**src/rtl/seq_program_loader.sv**
```systemverilog
// Host command loader for a column of instruction-memory sequencers: command FIFO,
// instr_load chain serialiser and call/ret launch engine. `SEQ_LOADER_RUNTIME_EN adds last_runtime.
module seq_program_loader #(
    parameter int unsigned INSTR_DATA_WIDTH = 32,
    parameter int unsigned INSTR_ADDR_WIDTH = 6,
    parameter int unsigned INSTR_HOPS_WIDTH = 4,
    parameter int unsigned NUM_SEQ          = 4,
    parameter int unsigned FIFO_DEPTH       = 4,
    parameter int unsigned TIMEOUT_CYCLES   = 1024
) (
    input  logic                        clk,
    input  logic                        rst_n,
    input  logic                        cmd_valid,
    output logic                        cmd_ready,
    input  logic                        cmd_op,
    input  logic [INSTR_HOPS_WIDTH-1:0] cmd_hops,
    input  logic [INSTR_ADDR_WIDTH-1:0] cmd_addr,
    input  logic [INSTR_DATA_WIDTH-1:0] cmd_data,
    output logic [INSTR_DATA_WIDTH-1:0] instr_load_data_out,
    output logic [INSTR_ADDR_WIDTH-1:0] instr_load_addr_out,
    output logic [INSTR_HOPS_WIDTH-1:0] instr_load_hops_out,
    output logic                        instr_load_en_out,
    output logic [NUM_SEQ-1:0]          call,
    input  logic [NUM_SEQ-1:0]          ret,
    output logic                        busy,
    output logic                        done,
    output logic                        timeout
`ifdef SEQ_LOADER_RUNTIME_EN
    ,
    output logic [31:0]                 last_runtime
`endif
);

    localparam int unsigned DW   = INSTR_DATA_WIDTH;
    localparam int unsigned AW   = INSTR_ADDR_WIDTH;
    localparam int unsigned HW   = INSTR_HOPS_WIDTH;
    localparam int unsigned EW   = 1 + HW + AW + DW;
    localparam int unsigned PW   = $clog2(FIFO_DEPTH);
    localparam int unsigned PTRW = PW + 1;
    localparam int unsigned TW   = (TIMEOUT_CYCLES > 1) ? $clog2(TIMEOUT_CYCLES + 1) : 1;

    localparam logic [PTRW-1:0] PTR_ONE   = PTRW'(1);
    localparam logic [TW-1:0]   TIMER_ONE = TW'(1);
    localparam logic [TW-1:0]   TIMER_INI = TW'(TIMEOUT_CYCLES);

    typedef enum logic [1:0] {
        ST_IDLE,
        ST_CALL,
        ST_WAIT_RET
    } state_t;

    state_t state_q, state_d;

    logic [EW-1:0]   fifo_mem [FIFO_DEPTH];
    logic [PTRW-1:0] wr_ptr, rd_ptr;
    logic            fifo_empty, fifo_full, push, pop;

    logic [EW-1:0]      head;
    logic               head_op;
    logic [HW-1:0]      head_hops;
    logic [AW-1:0]      head_addr;
    logic [DW-1:0]      head_data;
    logic [NUM_SEQ-1:0] head_mask;

    logic [NUM_SEQ-1:0] mask_q, mask_d;
    logic [NUM_SEQ-1:0] seen_q, seen_d;
    logic [TW-1:0]      timer_q, timer_d;
    logic [NUM_SEQ-1:0] call_d;
    logic               done_d, timeout_d;
    logic               ld_en_d;
    logic [DW-1:0]      ld_data_d;
    logic [AW-1:0]      ld_addr_d;
    logic [HW-1:0]      ld_hops_d;

    // Full/empty come from registered pointers only, so a push is never popped in the same cycle.
    assign fifo_empty = (wr_ptr == rd_ptr);
    assign fifo_full  = (wr_ptr[PW] != rd_ptr[PW]) && (wr_ptr[PW-1:0] == rd_ptr[PW-1:0]);
    assign cmd_ready  = !fifo_full;
    assign push       = cmd_valid && !fifo_full;
    assign pop        = (state_q == ST_IDLE) && !fifo_empty;
    assign busy       = !fifo_empty || (state_q != ST_IDLE);

    assign head      = fifo_mem[rd_ptr[PW-1:0]];
    assign head_op   = head[EW-1];
    assign head_hops = head[AW+DW +: HW];
    assign head_addr = head[DW +: AW];
    assign head_data = head[DW-1:0];
    assign head_mask = head_data[NUM_SEQ-1:0];

    always_ff @(posedge clk or negedge rst_n) begin
        if (!rst_n) begin
            wr_ptr <= '0;
            rd_ptr <= '0;
        end else begin
            if (push) wr_ptr <= wr_ptr + PTR_ONE;
            if (pop)  rd_ptr <= rd_ptr + PTR_ONE;
        end
    end

    always_ff @(posedge clk) begin
        if (push) fifo_mem[wr_ptr[PW-1:0]] <= {cmd_op, cmd_hops, cmd_addr, cmd_data};
    end

    always_ff @(posedge clk or negedge rst_n) begin
        if (!rst_n) state_q <= ST_IDLE;
        else        state_q <= state_d;
    end

    always_comb begin
        state_d   = state_q;
        mask_d    = mask_q;
        seen_d    = seen_q;
        timer_d   = timer_q;
        call_d    = '0;
        done_d    = 1'b0;
        timeout_d = 1'b0;
        ld_en_d   = 1'b0;
        ld_data_d = '0;
        ld_addr_d = '0;
        ld_hops_d = '0;
        case (state_q)
            ST_IDLE: begin
                if (!fifo_empty) begin
                    if (!head_op) begin
                        ld_en_d   = 1'b1;
                        ld_data_d = head_data;
                        ld_addr_d = head_addr;
                        ld_hops_d = head_hops;
                    end else if (head_mask == '0) begin
                        done_d = 1'b1;
                    end else begin
                        mask_d  = head_mask;
                        call_d  = head_mask;
                        state_d = ST_CALL;
                    end
                end
            end
            ST_CALL: begin
                seen_d  = ret & mask_q;
                timer_d = TIMER_INI;
                state_d = ST_WAIT_RET;
            end
            ST_WAIT_RET: begin
                seen_d = seen_q | (ret & mask_q);
                if ((seen_q | (ret & mask_q)) == mask_q) begin
                    done_d  = 1'b1;
                    state_d = ST_IDLE;
                end else if (TIMEOUT_CYCLES != 0) begin
                    timer_d = timer_q - TIMER_ONE;
                    if (timer_q == TIMER_ONE) begin
                        done_d    = 1'b1;
                        timeout_d = 1'b1;
                        state_d   = ST_IDLE;
                    end
                end
            end
            default: state_d = ST_IDLE;
        endcase
    end

    always_ff @(posedge clk or negedge rst_n) begin
        if (!rst_n) begin
            mask_q              <= '0;
            seen_q              <= '0;
            timer_q             <= '0;
            call                <= '0;
            done                <= 1'b0;
            timeout             <= 1'b0;
            instr_load_en_out   <= 1'b0;
            instr_load_data_out <= '0;
            instr_load_addr_out <= '0;
            instr_load_hops_out <= '0;
        end else begin
            mask_q              <= mask_d;
            seen_q              <= seen_d;
            timer_q             <= timer_d;
            call                <= call_d;
            done                <= done_d;
            timeout             <= timeout_d;
            instr_load_en_out   <= ld_en_d;
            instr_load_data_out <= ld_data_d;
            instr_load_addr_out <= ld_addr_d;
            instr_load_hops_out <= ld_hops_d;
        end
    end

`ifdef SEQ_LOADER_RUNTIME_EN
    logic [31:0] run_cnt_q, run_cnt_inc;

    // run_cnt_q holds cycles already spent in CALL/WAIT_RET; +1 includes the current cycle.
    assign run_cnt_inc = (run_cnt_q == '1) ? run_cnt_q : run_cnt_q + 32'd1;

    always_ff @(posedge clk or negedge rst_n) begin
        if (!rst_n) begin
            run_cnt_q    <= '0;
            last_runtime <= '0;
        end else begin
            if (state_q == ST_IDLE) run_cnt_q <= '0;
            else                    run_cnt_q <= run_cnt_inc;
            if (done_d) last_runtime <= (state_q == ST_IDLE) ? 32'd0 : run_cnt_inc;
        end
    end
`endif

endmodule

```
**config.mk**
```make
export PLATFORM = sky130hd
export DESIGN_NAME = seq_program_loader
export DESIGN_NICKNAME = d
export VERILOG_FILES = /design/src/rtl/seq_program_loader.sv
export SDC_FILE = /design/constraint.sdc
export NUM_CORES = 1
export LEC_CHECK = 0
export ABC_AREA = 1
export ABC_CLOCK_PERIOD_IN_PS = 3100
export BUFFER_PORTS_ARGS = -buffer_cell sky130_fd_sc_hd__clkbuf_2
export CORE_UTILIZATION = 45
export CTS_BUF_LIST = sky130_fd_sc_hd__clkbuf_2
export DETAILED_ROUTE_END_ITERATION = 8
export GPL_TIMING_DRIVEN = 0
export PLACE_DENSITY_LB_ADDON = 0.2
export SETUP_SLACK_MARGIN = 0.1
export SLEW_MARGIN = 20
export SYNTH_ARGS = -nofsm -noshare
export SYNTH_HDL_FRONTEND = slang
export SYNTH_SLANG_ARGS = --single-unit
```
**constraint.sdc**
```tcl
create_clock -name clk -period 3.1 [get_ports clk]
set_input_delay 0.155 -clock clk [delete_from_list [all_inputs] [get_ports clk]]
set_output_delay 0.155 -clock clk [all_outputs]
set_load 0.01 [all_outputs]
```
==> run summary <==
clk slew on worst S/H paths - 0.12 ns
Placer Congestion - 0.792
area grow syn2layout - 24.2%
largest net degree at the start of global routing - 77
share of the synthesized area in the top cell type - 0.538
HP Class - input pin to flip-flop
Main synth FF type - edfxtp_1
post-synth top area cell - edfxtp_1
vias in the first global route - 6550
Worst-Margin Slew - 0.823 ns
Cell Area, Synth - 9600 µm²
CTS root buf - clkbuf_2
Initial Utilization - 0.458
switching power - 4.28 mW
Clock Sinks - 248
Worst Skew - 0.0684 ns
Antenna Nets Post-Route - 0
Yosys cell types - 29
maxcap violations - 0
RSZ-0062 raised after global routing - no
final worst path period need - 2.42 ns
main area contributors after synthesis - edfxtp_1, dfrtp_1, nor2_1, o21ai_0, nand2_1
WS Path Type - flip-flop to flip-flop
Routed WL - 20800 µm
total track usage - 0.201
drt drc - 0
clk_lat worst skew - 0.81 ns
die width - 148 µm
CP Data Required Time - 3.57 ns
mean routed wirelength per cell - 15.6 µm
asr flop ratio synth - 0.306
critical path endpoint category - flip-flop
CTS tree - yes
DR vias/cell - 4.83
pwr/cell area - 937 nW/µm²
first-pass GRT wire length - 33400 µm
hpwl dp - 12500 µm
setup TNS - 0 ns
clock share of power - 0.214
IO Count - 101
leakage - 4.97 nW
Mapped Nets - 834
Finished Core Util - 0.569
Final period util - 0.780
relative slew slack - 0.450
Reg power frac - 0.419
final setup fails - 0
Rows - 53
share of cells above drive strength 1 - 0.239
syn avg cell area - 12.4 µm²
YS warnings - 0
Detailed Routing Iterations Pass 1 - 4
global route total overflow - 0
H-tree levels - 3
core area - 21000 µm²
die area - 21900 µm²
sw frac - 0.384
Yosys reg bits - 248
fill count - 1800
logic gate share of total power - 0.368
R2R cell count - 8
maximum clock frequency - 0.413 GHz
worst-path fanout max - 23
Via Count - 6453
final std cells w/o fill - 1335
initial antenna violation count - 1
Seq/Total Area, Yosys - 0.736
gate count of the mapped netlist - 774
CP Launch Type - flip-flop
post-CTS setup buffer count - 0
Power Internal - 6.88 mW
Final Max Slew Viols - 0
cts bufs inserted - 66
Placed Instances - 1156
Design Area, Final - 11900 µm²
Initial DRC Count - 333
Hold Path Depth - 2
Post-synth EDFFs - 172
clk buf depth - 3
nets - 1069
Port-buffer cells - 100
Area after DPL - 10600 µm²
Die H - 148 µm
status - completed
Hold Vio Cnt, Final - 0
maximum VDD drop - 0.363 mV
crit path DAT - 2.88 ns
-- timing repair --
action | in CTS | in global routing
hold buffers | 60 | 0
endpoints found under the hold margin | 272 | 0
setup endpoints to repair | 0 | 0
resized for setup | 0 | 0
-- cell families after synthesis --
logic type / count (synthesis) / share of synthesized area
buffers and inverters: 70 / 0.0379
AO/OA/AOI/OAI: 139 / 0.0733
AND/OR/NAND/NOR: 293 / 0.126
XOR/XNOR: 14 / 0.0128
flip-flops: 248 / 0.736
adder cells (fa/ha/maj): 10 / 0.0130
-- through the flow --
step	total power, mW	setup slack (ns)	hold slack [ns]
finish	11.2	0.682	0.103
global route	12.1	0.504	0.00325
CTS	11.3	0.633	0.00609
detailed placement	8.84	0.687	0.239
global placement	8.66	-1.67	0.373
floorplan	7.42	-0.112	-0.141
-- state kept, by name, summed over array words and instances (netlist names), 4 cells and up --
name and cells:
mask_q 4, fifo_mem 172, seen_q 4, call 4
instr_load_addr_out 6, instr_load_data_out 32, timer_q 11, instr_load_hops_out 4
-- power groups by stage --
stage	Sequential (mW)	Clock (mW)	Combinational, mW
3_3_place_gp	4.79	0	3.87
5_1_grt	4.74	2.65	4.66
6_report	4.68	2.38	4.10
4_1_cts	4.68	2.47	4.18
2_1_floorplan	4.80	0	2.62
3_5_place_dp	4.75	0	4.10
-- final timing paths --
path / slack (ns) / to / startpoint
worst max-delay path: 0.68 / fifo_mem[2][42]$_DFFE_PP_ / rd_ptr[0]$_DFFE_PN0P_
worst min-delay path: 0.10 / fifo_mem[2][33]$_DFFE_PP_ / cmd_addr[1]
worst max register to register: 0.68 / fifo_mem[2][42]$_DFFE_PP_ / rd_ptr[0]$_DFFE_PN0P_
worst min register to register: 0.50 / wr_ptr[2]$_DFFE_PN0N_ / wr_ptr[2]$_DFFE_PN0N_
max in group asynchronous: 2.25 / instr_load_data_out[25]$_DFF_PN0_ / rst_n
min in group asynchronous: 0.51 / instr_load_data_out[10]$_DFF_PN0_ / rst_n
-- placed cells by master, fill, tap and decap left out, types with 5 or more instances in the layout --
cell type / count
a21oi_1: 39
buf_16: 5
buf_2: 8
buf_4: 5
buf_6: 9
clkbuf_1: 10
clkbuf_2: 188
clkinv_1: 19
dfrtp_1: 76
dlygate4sd3_1: 59
edfxtp_1: 172
ha_1: 10
inv_1: 31
nand2_1: 59
nand2_2: 10
nand3_1: 26
nor2_1: 183
nor2_4: 6
o21ai_0: 92
o21ai_1: 5
xor2_1: 12
-- Yosys cell counts (2+ instances only) --
cell type,instances
nand4_1,4
nand3_2,2
inv_2,3
clkbuf_1,10
nand2_2,10
buf_4,5
a21oi_1,39
nor2_4,2
edfxtp_1,172
buf_6,9
buf_2,8
o21ai_1,5
inv_1,31
nand2_1,59
o21ai_0,92
xor2_1,12
nor2_1,187
inv_4,2
dfrtp_1,76
buf_1,2
xnor2_1,2
nand3_1,26
ha_1,10
-- metal layers --
metal | up-vias | track usage | part of all wire
met5 | - | 0 | 0
met4 | 0 | 0.0990 | 0.020
met3 | 33 | 0.0491 | 0.052
met2 | 182 | 0.323 | 0.49
met1 | 3059 | 0.255 | 0.44
li1 | 3179 | - | -
-- critical path: stages, from the launching register on --
cell,delay (ns)
dfrtp_1,0.40
buf_6,0.16
inv_4,0.06
nand2_1,0.06
nand2_1,0.09
nand4_1,0.17
nand2_2,0.21
nor2_4,0.69
buf_12,0.28
-- final cells by class --
| class | instances | area, µm² | area share |
|---|---|---|---|
| sequential | 248 | 7070 | 0.593 |
| clock inverter | 29 | 210 | 0.0176 |
| antenna | 1 | 2.50 | 0.000210 |
| inverter | 36 | 140 | 0.0118 |
| buffer | 34 | 224 | 0.0188 |
| clock buffer | 89 | 445 | 0.0374 |
| tap | 275 | 344 | 0.0289 |
| multi-input combinational | 456 | 2190 | 0.184 |
| timing repair buffer | 167 | 1290 | 0.108 |
No activity file was read; power rests on OpenSTA's default activity.
